**src/rtl/f_pc_npc.sv**
```systemverilog
`default_nettype none
// +----------------------------------------------------------------------+
// | f_pc_npc : F-stage PC, F/D pipeline register and next-PC selection   |
// | Optional macro F_FETCH_EXC_EN adds fetch address-error detection.    |
// | Rev 1.0                                                              |
// +----------------------------------------------------------------------+
module f_pc_npc #(
  parameter logic [31:0] PC_RESET = 32'h0000_3000,
  parameter logic [31:0] IM_LO    = 32'h0000_3000,
  parameter logic [31:0] IM_HI    = 32'h0000_6FFC
) (
  input  logic        clk,
  input  logic        reset,
  input  logic        stall,
  input  logic [31:0] instr_F,
  input  logic        jump,
  input  logic [2:0]  npc_op,
  input  logic [15:0] imm16_D,
  input  logic [25:0] imm26_D,
  input  logic [31:0] rs_D,
  output logic [31:0] pc_F,
  output logic [31:0] instr_D,
  output logic [31:0] pc_D,
  output logic [31:0] pc8_D,
  output logic        valid_D
`ifdef F_FETCH_EXC_EN
  ,
  output logic        exc_adel_D
`endif
);

  localparam logic [2:0] c_op_seq     = 3'd0;
  localparam logic [2:0] c_op_br      = 3'd1;
  localparam logic [2:0] c_op_j       = 3'd2;
  localparam logic [2:0] c_op_jr      = 3'd3;
  localparam logic [2:0] c_op_jr_cond = 3'd4;

  logic [31:0] r_pc_F;
  logic [31:0] r_instr_D;
  logic [31:0] r_pc_D;
  logic        r_valid_D;

  logic [31:0] w_pc4;
  logic [31:0] w_br_target;
  logic [31:0] w_j_target;
  logic [31:0] w_npc;
  logic [31:0] w_instr_in;

  assign w_pc4       = r_pc_F + 32'd4;
  assign w_br_target = r_pc_D + 32'd4 + {{14{imm16_D[15]}}, imm16_D, 2'b00};
  assign w_j_target  = {r_pc_D[31:28], imm26_D, 2'b00};

  // A bubble in D carries no transfer, so it always falls back to sequential fetch.
  always_comb begin
    w_npc = w_pc4;
    if (r_valid_D) begin
      case (npc_op)
        c_op_seq:     w_npc = w_pc4;
        c_op_br:      w_npc = jump ? w_br_target : w_pc4;
        c_op_j:       w_npc = w_j_target;
        c_op_jr:      w_npc = rs_D;
        c_op_jr_cond: w_npc = jump ? rs_D : w_pc4;
        default:      w_npc = w_pc4;
      endcase
    end
  end

`ifdef F_FETCH_EXC_EN
  logic w_fetch_fault;
  logic r_exc_adel_D;

  assign w_fetch_fault = (r_pc_F[1:0] != 2'b00) || (r_pc_F < IM_LO) || (r_pc_F > IM_HI);
  assign w_instr_in    = w_fetch_fault ? 32'd0 : instr_F;

  always_ff @(posedge clk or posedge reset) begin
    if (reset) begin
      r_exc_adel_D <= 1'b0;
    end else if (!stall) begin
      r_exc_adel_D <= w_fetch_fault;
    end
  end

  assign exc_adel_D = r_exc_adel_D;
`else
  assign w_instr_in = instr_F;
`endif

  // Stall freezes PC and F/D together; any redirect seen while stalled is dropped.
  always_ff @(posedge clk or posedge reset) begin
    if (reset) begin
      r_pc_F    <= PC_RESET;
      r_instr_D <= 32'd0;
      r_pc_D    <= 32'd0;
      r_valid_D <= 1'b0;
    end else if (!stall) begin
      r_pc_F    <= w_npc;
      r_instr_D <= w_instr_in;
      r_pc_D    <= r_pc_F;
      r_valid_D <= 1'b1;
    end
  end

  assign pc_F    = r_pc_F;
  assign instr_D = r_instr_D;
  assign pc_D    = r_pc_D;
  assign pc8_D   = r_pc_D + 32'd8;
  assign valid_D = r_valid_D;

endmodule
`default_nettype wire
```
**config.mk**
```make
export PLATFORM = sky130hd
export DESIGN_NAME = f_pc_npc
export DESIGN_NICKNAME = d
export VERILOG_FILES = /design/src/rtl/f_pc_npc.sv
export SDC_FILE = /design/constraint.sdc
export NUM_CORES = 1
export LEC_CHECK = 0
export ABC_AREA = 1
export CORE_MARGIN = 2
export CORE_UTILIZATION = 25
export DETAILED_ROUTE_END_ITERATION = 6
export PLACE_DENSITY = 0.5
export SETUP_SLACK_MARGIN = 0.5
export SYNTH_ARGS = -nofsm -noshare
export SYNTH_HDL_FRONTEND = slang
export SYNTH_SLANG_ARGS = --single-unit
```
**constraint.sdc**
```tcl
create_clock -name clk -period 6.35 [get_ports clk]
set_input_delay 0.635 -clock clk [delete_from_list [all_inputs] [get_ports clk]]
set_output_delay 0.635 -clock clk [all_outputs]
set_load 0.03 [all_outputs]
```
==> impl_results.md, run 1 <==
- Antenna violations before repair: 0
- Buffers inserted by post-CTS timing repair: 0
- Number of max-slew violations in the final report: 0
- Detailed Route Iter0 Violations: 691
- Bufs on Longest Clock Path: 2
- Proportion of total power due to net switching: 45.64%
- Final sum of negative setup slack: 0 ps
- Run status: complete, no violations
- Ports: 242
- Largest vdd supply drop: 146.4 uV
- Number of levels in the clock H-tree: 3
- Highest-count cells in the layout ignoring fill and taps: sky130_fd_sc_hd__nand2_1 (491), sky130_fd_sc_hd__clkdlybuf4s50_1 (240), sky130_fd_sc_hd__inv_1 (154)
- CP max stage delay: 700 ps
- Clock-pin slew on the worst setup and hold paths: 70 ps
- Reg-to-reg setup timing slack: 3280 ps
- Cell total after placement: 1939
- Number of gates resized after cts: 0
- Average routed wire per standard cell: 18.16 microns
- Clock Skews: 6.819 ps
- Area occupied by registers: 2430 sq um
- Fraction of layout cells with a size suffix above 1: 4.164%
- Yosys warning count: 0
- Most crowded layer after global routing: met2
- Final cell count without fillers: 1955
- Net count reported at finish: 1681
- Start point of the critical path: pc_D[9]$_DFFE_PP0N_
- Met2 track utilization from global routing: 34.03%
- Synth Flop Type: sky130_fd_sc_hd__dfrtp_1
- Share of the synthesized area in compound gates (AO/OA/AOI/OAI): 11.03%
- 1st-pass router iterations: 5
- Clock Power Share: 20.6%
- Ratio of final minimum period to clock period: 61.02%
- Count of distinct cell types in the synthesized netlist: 41
- Maximum number of pins on one net before global-route repair: 81
- Internal Pwr Total: 1688 uW
- First-pass GRT wire length: 54450 microns
- Area of the mapped netlist: 8323 sq um
- Combinational power share: 50.3%
- # hold bufs at CTS: 0
- Cells along the critical path: nand2_1, nor2_1, nand2_2, nor4_4, nand2_2, nor2_4, nand3_2, nor2_1, xor2_1, clkdlybuf4s50_1
- # fillers: 3592
- GR Layer Usage met1: 26.60%
- Final Setup Violations: 0
- Maximum Capacitance Violations: 0
- Half-perimeter wire length after placement: 28560 microns
- Worst path arrival time: 3240 ps
- Crit path max-delay family: simple AND/OR/NAND/NOR gates
- Vias in the first global route: 9227
- Final routed wirelength across all metal layers: 35500 microns
- R2R cell count: 15
- Core area: 32700 sq um
- Antenna cells: 0
- Clock sink total: 97
- Share of power burned in registers: 29.1%
- Worst Setup Start Kind: register
- Synth Area in Simple Gates: 37.33%
- Peak Freq: 258.1 MHz
- Total number of placement rows: 66
- Critical Path Stages: 10
- Worst min-delay path category: register to register
- Global Route met3 Usage: 3.310%
- Final RePlAce weighted congestion: 0.9504
- Reg2reg end: pc_F[19]$_DFFE_PP0N_
- TritonCTS clock tree: done
- Shortest period the worst path allows: 3875 ps
- Share of synthesized cell area in full adder, half adder and majority cells: 9.110%
- Initial Utilization: 25.45%
- Xor/xnor cell area share of the yosys netlist: 3.999%
- Total congestion overflow after global routing: 0
- Net count of the mapped netlist: 1461
- CP max stage cell: sky130_fd_sc_hd__clkdlybuf4s50_1
- # DRC: 0
- Most common library cell in the layout ignoring fill and taps: sky130_fd_sc_hd__nand2_1
- Depth of the worst hold-timing path: 2
- RSZ-0062 raised after global routing: no
- Total power per unit cell area: 269.6 nW/um^2
- Vias after detailed routing: 9159
- Die outline area: 34770 sq um
- Horiz. Die Dim: 186.5 microns
- EDFF count, synth: 0
- ANT nets after route: 0
- Post-synthesis mux area share: 0%
- Async SR Flop Fraction: 100.0%
- Area of the multi-input gates: 5116 sq um
- Endpoint class of the critical path: primary output
- GR Util All Layers: 20.31%
- Die boundary height: 186.5 microns
- Worst reg2reg startpoint: pc_D[3]$_DFFE_PP0N_
- Leakage power: 0.005576 uW
- Relative slew slack: 30.96%
- Port Buf Inserts: 241
- Total power: 3105 uW
- Post-Syn Area per Cell: 6.462 sq um
- #FFs+latches synth: 97
- Cell chosen for the clock root: sky130_fd_sc_hd__clkbuf_16
- Clock network latency to the later pin of the worst-skew pair: 350 ps
- Crit path buffers/inverters: 1
- Slew of the pin with the lowest slew margin: 1026 ps
- Critical path peak fanout: 6
- Proportion of synthesized chip area in sequential cells: 29.19%
- Synthesized instance count: 1288
- Synthesis-to-layout area growth: 38.38%
- Crit path to: pc8_D[24]
- Endpoints failing hold: 0
- Switching Power: 1417 uW
- Via-to-Cell Ratio: 4.685
- Largest family of logic cells by synthesized area: simple AND/OR/NAND/NOR gates
- Required time of the worst setup path: 5710 ps
- Setup Crit Path Kind: register to primary output
- CTS buffer count: 9
worst register-to-register path, cell delays in order, from the launching register on:
cell	delay, ps
sky130_fd_sc_hd__dfrtp_1	450
sky130_fd_sc_hd__ha_1	310
sky130_fd_sc_hd__ha_1	220
sky130_fd_sc_hd__inv_1	70
sky130_fd_sc_hd__fa_1	400
sky130_fd_sc_hd__inv_1	100
sky130_fd_sc_hd__nand3_1	70
sky130_fd_sc_hd__nand3_1	190
sky130_fd_sc_hd__nand2_1	80
sky130_fd_sc_hd__nand2_1	150
sky130_fd_sc_hd__nand3_1	90
sky130_fd_sc_hd__nand2_1	140
sky130_fd_sc_hd__nor2_1	70
sky130_fd_sc_hd__o21ai_0	380
sky130_fd_sc_hd__nand2_1	130
sky130_fd_sc_hd__a21oi_1	150
area by class of cell:
class / count / share of cell area [%]
clock inverter: 5 / 0.8908
timing repair buffer: 246 / 21.25
clock buffer: 11 / 2.108
inverter: 166 / 5.432
sequential: 97 / 21.10
tap: 442 / 4.802
multi-input combinational: 988 / 44.42
power groups by stage:
stage                     Clock [uW]  Sequential [uW]  Combinational, uW
after floorplan                    0             1020                775
after global placement             0              915               1560
after detailed placement           0              914               1560
after CTS                        657              904               1570
after global routing             682              922               1710
final                            639              903               1560
worst min path at each step:
stage | start | to
floorplan | pc_F[13]$_DFFE_PP1N_ | pc_F[13]$_DFFE_PP1N_
global placement | instr_D[14]$_DFFE_PP0N_ | instr_D[14]$_DFFE_PP0N_
detailed placement | instr_D[18]$_DFFE_PP0N_ | instr_D[18]$_DFFE_PP0N_
CTS | instr_D[23]$_DFFE_PP0N_ | instr_D[23]$_DFFE_PP0N_
global route | instr_D[15]$_DFFE_PP0N_ | instr_D[15]$_DFFE_PP0N_
finish | instr_D[8]$_DFFE_PP0N_ | instr_D[8]$_DFFE_PP0N_
routing by layer:
metal | vias up | share of wire, %
met1 | 4275 | 45
met2 | 276 | 47
met3 | 38 | 5.3
met4 | 0 | 2.8
met5 | - | 0
li1 | 4570 | -
synthesized netlist by cell type (all sizes together) (20+ instances only):
library cell / count / area share [%]
xor2: 23 / 2.4
nand2: 498 / 23
clkbuf: 31 / 1.4
nor2: 97 / 4.8
a21oi: 43 / 2.6
dfrtp: 95 / 29
ha: 59 / 8.9
nand3: 82 / 5.2
a22oi: 29 / 2.6
nor3: 20 / 1.6
inv: 166 / 7.5
o21ai: 60 / 3.7
registers in the layout (all words and copies together), names as in the netlist:
name,flops
instr_D,32
valid_D,1
pc_F,32
pc_D,32
cells by family (layout without fill, tap and decap cells):
logic type                 after synthesis  in the layout
AOI/OAI and AO/OA                      157            157
xor gates and xnor gates                38             38
adders and majority gates               60             60
DFF                                     97             97
and+or+nand+nor                        733            733
buffers and inverters                  203            428
through the flow:
stage	utilization [%]	setup slack (ps)	area, sq um	hold slack, ps
final	35.22	2475	11520	481.4
after global routing	35.22	2269	11520	516.8
after CTS	35.22	2487	11520	485.2
after detailed placement	34.16	2470	11170	465.1
after global placement	34.16	2502	11170	461.7
after floorplan	-	3185	8323	598.5
(Power assumes the default switching activity.)
==> run 2: changes to the inputs <==
==> constraint.sdc (replaced) <==
create_clock -name clk -period 4 [get_ports clk]
set_input_delay 0.4 -clock clk [delete_from_list [all_inputs] [get_ports clk]]
set_output_delay 0.4 -clock clk [all_outputs]
set_load 0.03 [all_outputs]
==> impl_results.md, run 2 (same netlist as run 1, synthesis figures left out) <==
- Run status: complete, no violations
- ANT nets after route: 0
- Number of levels in the clock H-tree: 3
- Highest-count cells in the layout ignoring fill and taps: sky130_fd_sc_hd__nand2_1 (491), sky130_fd_sc_hd__clkdlybuf4s50_1 (233), sky130_fd_sc_hd__inv_1 (154)
- Net count reported at finish: 1689
- Die outline area: 34770 sq um
- Core area: 32700 sq um
- Most common library cell in the layout ignoring fill and taps: sky130_fd_sc_hd__nand2_1
- Antenna violations before repair: 0
- Number of max-slew violations in the final report: 0
- Slew of the pin with the lowest slew margin: 1031 ps
- Critical path peak fanout: 6
- Peak Freq: 309.5 MHz
- Ratio of final minimum period to clock period: 80.78%
- 1st-pass router iterations: 5
- Worst hold slack after final layout: 477.3 ps
- Worst setup slack after placement: 372.5 ps
- Clock-pin slew on the worst setup and hold paths: 70 ps
- Worst reg2reg startpoint: pc_D[3]$_DFFE_PP0N_
- Average routed wire per standard cell: 18.17 microns
- Vias after detailed routing: 9143
- Final sum of negative setup slack: 0 ps
- Port Buf Inserts: 241
- Worst Setup Start Kind: register
- # fillers: 3587
- Cells along the critical path: nand2_1, nor2_2, nand2_2, nor4_4, nand2_2, nor2_4, xor2_1, clkdlybuf4s50_1
- Final cell count without fillers: 1962
- Horiz. Die Dim: 186.5 microns
- RSZ-0062 raised after global routing: no
- Endpoint class of the critical path: primary output
- Cell chosen for the clock root: sky130_fd_sc_hd__clkbuf_16
- CP max stage delay: 700 ps
- Final routed wirelength across all metal layers: 35650 microns
- Die boundary height: 186.5 microns
- Total number of placement rows: 66
- Crit path max-delay family: simple AND/OR/NAND/NOR gates
- Total power per unit cell area: 410.7 nW/um^2
- Fin worst setup slack: 768.9 ps
- Crit path buffers/inverters: 1
- Relative slew slack: 31.25%
- Start point of the critical path: pc_D[9]$_DFFE_PP0N_
- Final RePlAce weighted congestion: 0.9582
- Clock sink total: 97
- Cell total after placement: 1947
- CP dominant cell by count: sky130_fd_sc_hd__nand2_2
- Worst min-delay path category: register to register
- Ports: 242
- Final Setup Violations: 0
- Maximum number of pins on one net before global-route repair: 79
- Reg-to-reg setup timing slack: 1040 ps
- Antenna cells: 0
- Synthesis-to-layout area growth: 38.12%
- # DRC: 0
- CP max stage cell: sky130_fd_sc_hd__clkdlybuf4s50_1
- Setup Crit Path Kind: register to primary output
- Required time of the worst setup path: 3600 ps
- Worst path arrival time: 2830 ps
- Bufs on Longest Clock Path: 2
- CTS buffer count: 9
- Largest vdd supply drop: 176.2 uV
- TritonCTS clock tree: done
- Maximum Capacitance Violations: 0
- Clock network latency to the later pin of the worst-skew pair: 360 ps
- First-pass GRT wire length: 54520 microns
- Total congestion overflow after global routing: 0
- Hold Path Origin: instr_D[3]$_DFFE_PP0N_
- Shortest period the worst path allows: 3231 ps
- Half-perimeter wire length after placement: 28530 microns
- Via-to-Cell Ratio: 4.660
- Initial Utilization: 25.45%
- Endpoints failing hold: 0
- Detailed Route Iter0 Violations: 607
- GR Util All Layers: 20.39%
- Leakage power: 0.005630 uW
- Clock Skews: 11.66 ps
- Fraction of layout cells with a size suffix above 1: 4.539%
- Vias in the first global route: 9159
[run 2: cell count changes in the layout (fill, tap and decap cells not counted), moves of 2 or more]
| cell | change |
|---|---|
| sky130_fd_sc_hd__clkdlybuf4s50_1 | -7 |
| sky130_fd_sc_hd__bufinv_16 | -3 |
| sky130_fd_sc_hd__clkbuf_1 | +2 |
| sky130_fd_sc_hd__dlymetal6s2s_1 | +4 |
| sky130_fd_sc_hd__buf_4 | +8 |
| sky130_fd_sc_hd__dlygate4sd2_1 | +3 |
[run 2: worst register-to-register path, cell delays in order (launching register included)]
cell	delay (ps)
sky130_fd_sc_hd__dfrtp_1	460
sky130_fd_sc_hd__ha_1	310
sky130_fd_sc_hd__ha_1	210
sky130_fd_sc_hd__inv_1	70
sky130_fd_sc_hd__fa_1	390
sky130_fd_sc_hd__inv_1	110
sky130_fd_sc_hd__nand3_1	70
sky130_fd_sc_hd__nand3_1	210
sky130_fd_sc_hd__nand2_1	80
sky130_fd_sc_hd__nand2_1	190
sky130_fd_sc_hd__nand2_1	80
sky130_fd_sc_hd__nand2_1	160
sky130_fd_sc_hd__nor2_1	60
sky130_fd_sc_hd__o21ai_0	300
sky130_fd_sc_hd__a21oi_1	110
sky130_fd_sc_hd__nor2_1	90
[run 2: routing by layer]
layer | wire length (microns) | part of all wire, % | track usage [%] | vias to the layer above
met4 | 1211 | 3.4 | 7.753 | 0
met2 | 16380 | 46 | 33.63 | 266
met5 | 0 | 0 | 0 | -
met1 | 16000 | 45 | 26.99 | 4240
met3 | 2062 | 5.8 | 2.990 | 47
li1 | - | - | - | 4590
[run 2: stage by stage]
stage	util [%]	power, uW	area (sq um)
6_report	35.15	4721	11500
5_1_grt	35.15	5059	11500
4_1_cts	35.12	4752	11490
3_5_place_dp	34.35	3926	11230
3_3_place_gp	34.35	3929	11230
2_1_floorplan	-	2848	8323
[run 2: final timing paths]
kind | to | cells past startpoint
min reg2reg | instr_D[3]$_DFFE_PP0N_ | 2
min in group asynchronous | instr_D[20]$_DFFE_PP0N_ | 2
max in group asynchronous | instr_D[26]$_DFFE_PP0N_ | 3
min | instr_D[3]$_DFFE_PP0N_ | 2
max reg2reg | pc_F[15]$_DFFE_PP0N_ | 15
max | pc8_D[20] | 8
[run 2: area by class of cell]
| cell class | count | area [sq um] | area share [%] |
|---|---|---|---|
| multi-input combinational | 988 | 5119 | 44.53 |
| timing repair buffer | 254 | 2514 | 21.87 |
| sequential | 97 | 2430 | 21.14 |
| inverter | 166 | 625.6 | 5.442 |
| tap | 442 | 553.0 | 4.811 |
| clock buffer | 12 | 236.5 | 2.057 |
| clock inverter | 3 | 18.77 | 0.1633 |
[run 2: repair_timing]
item | in CTS | in global routing
endpoints found under the setup margin | 4 | 5
gates cloned | 0 | 0
setup buffers | 0 | 0
gates resized for setup | 4 | 4
hold buffers | 0 | 0
[run 2: power by group]
part	switching, uW	total (uW)	leakage, uW	internal (uW)
Combinational	1560	2490	0.00434	926
Clock	385	803	0.000126	419
Sequential	299	1430	0.00116	1130
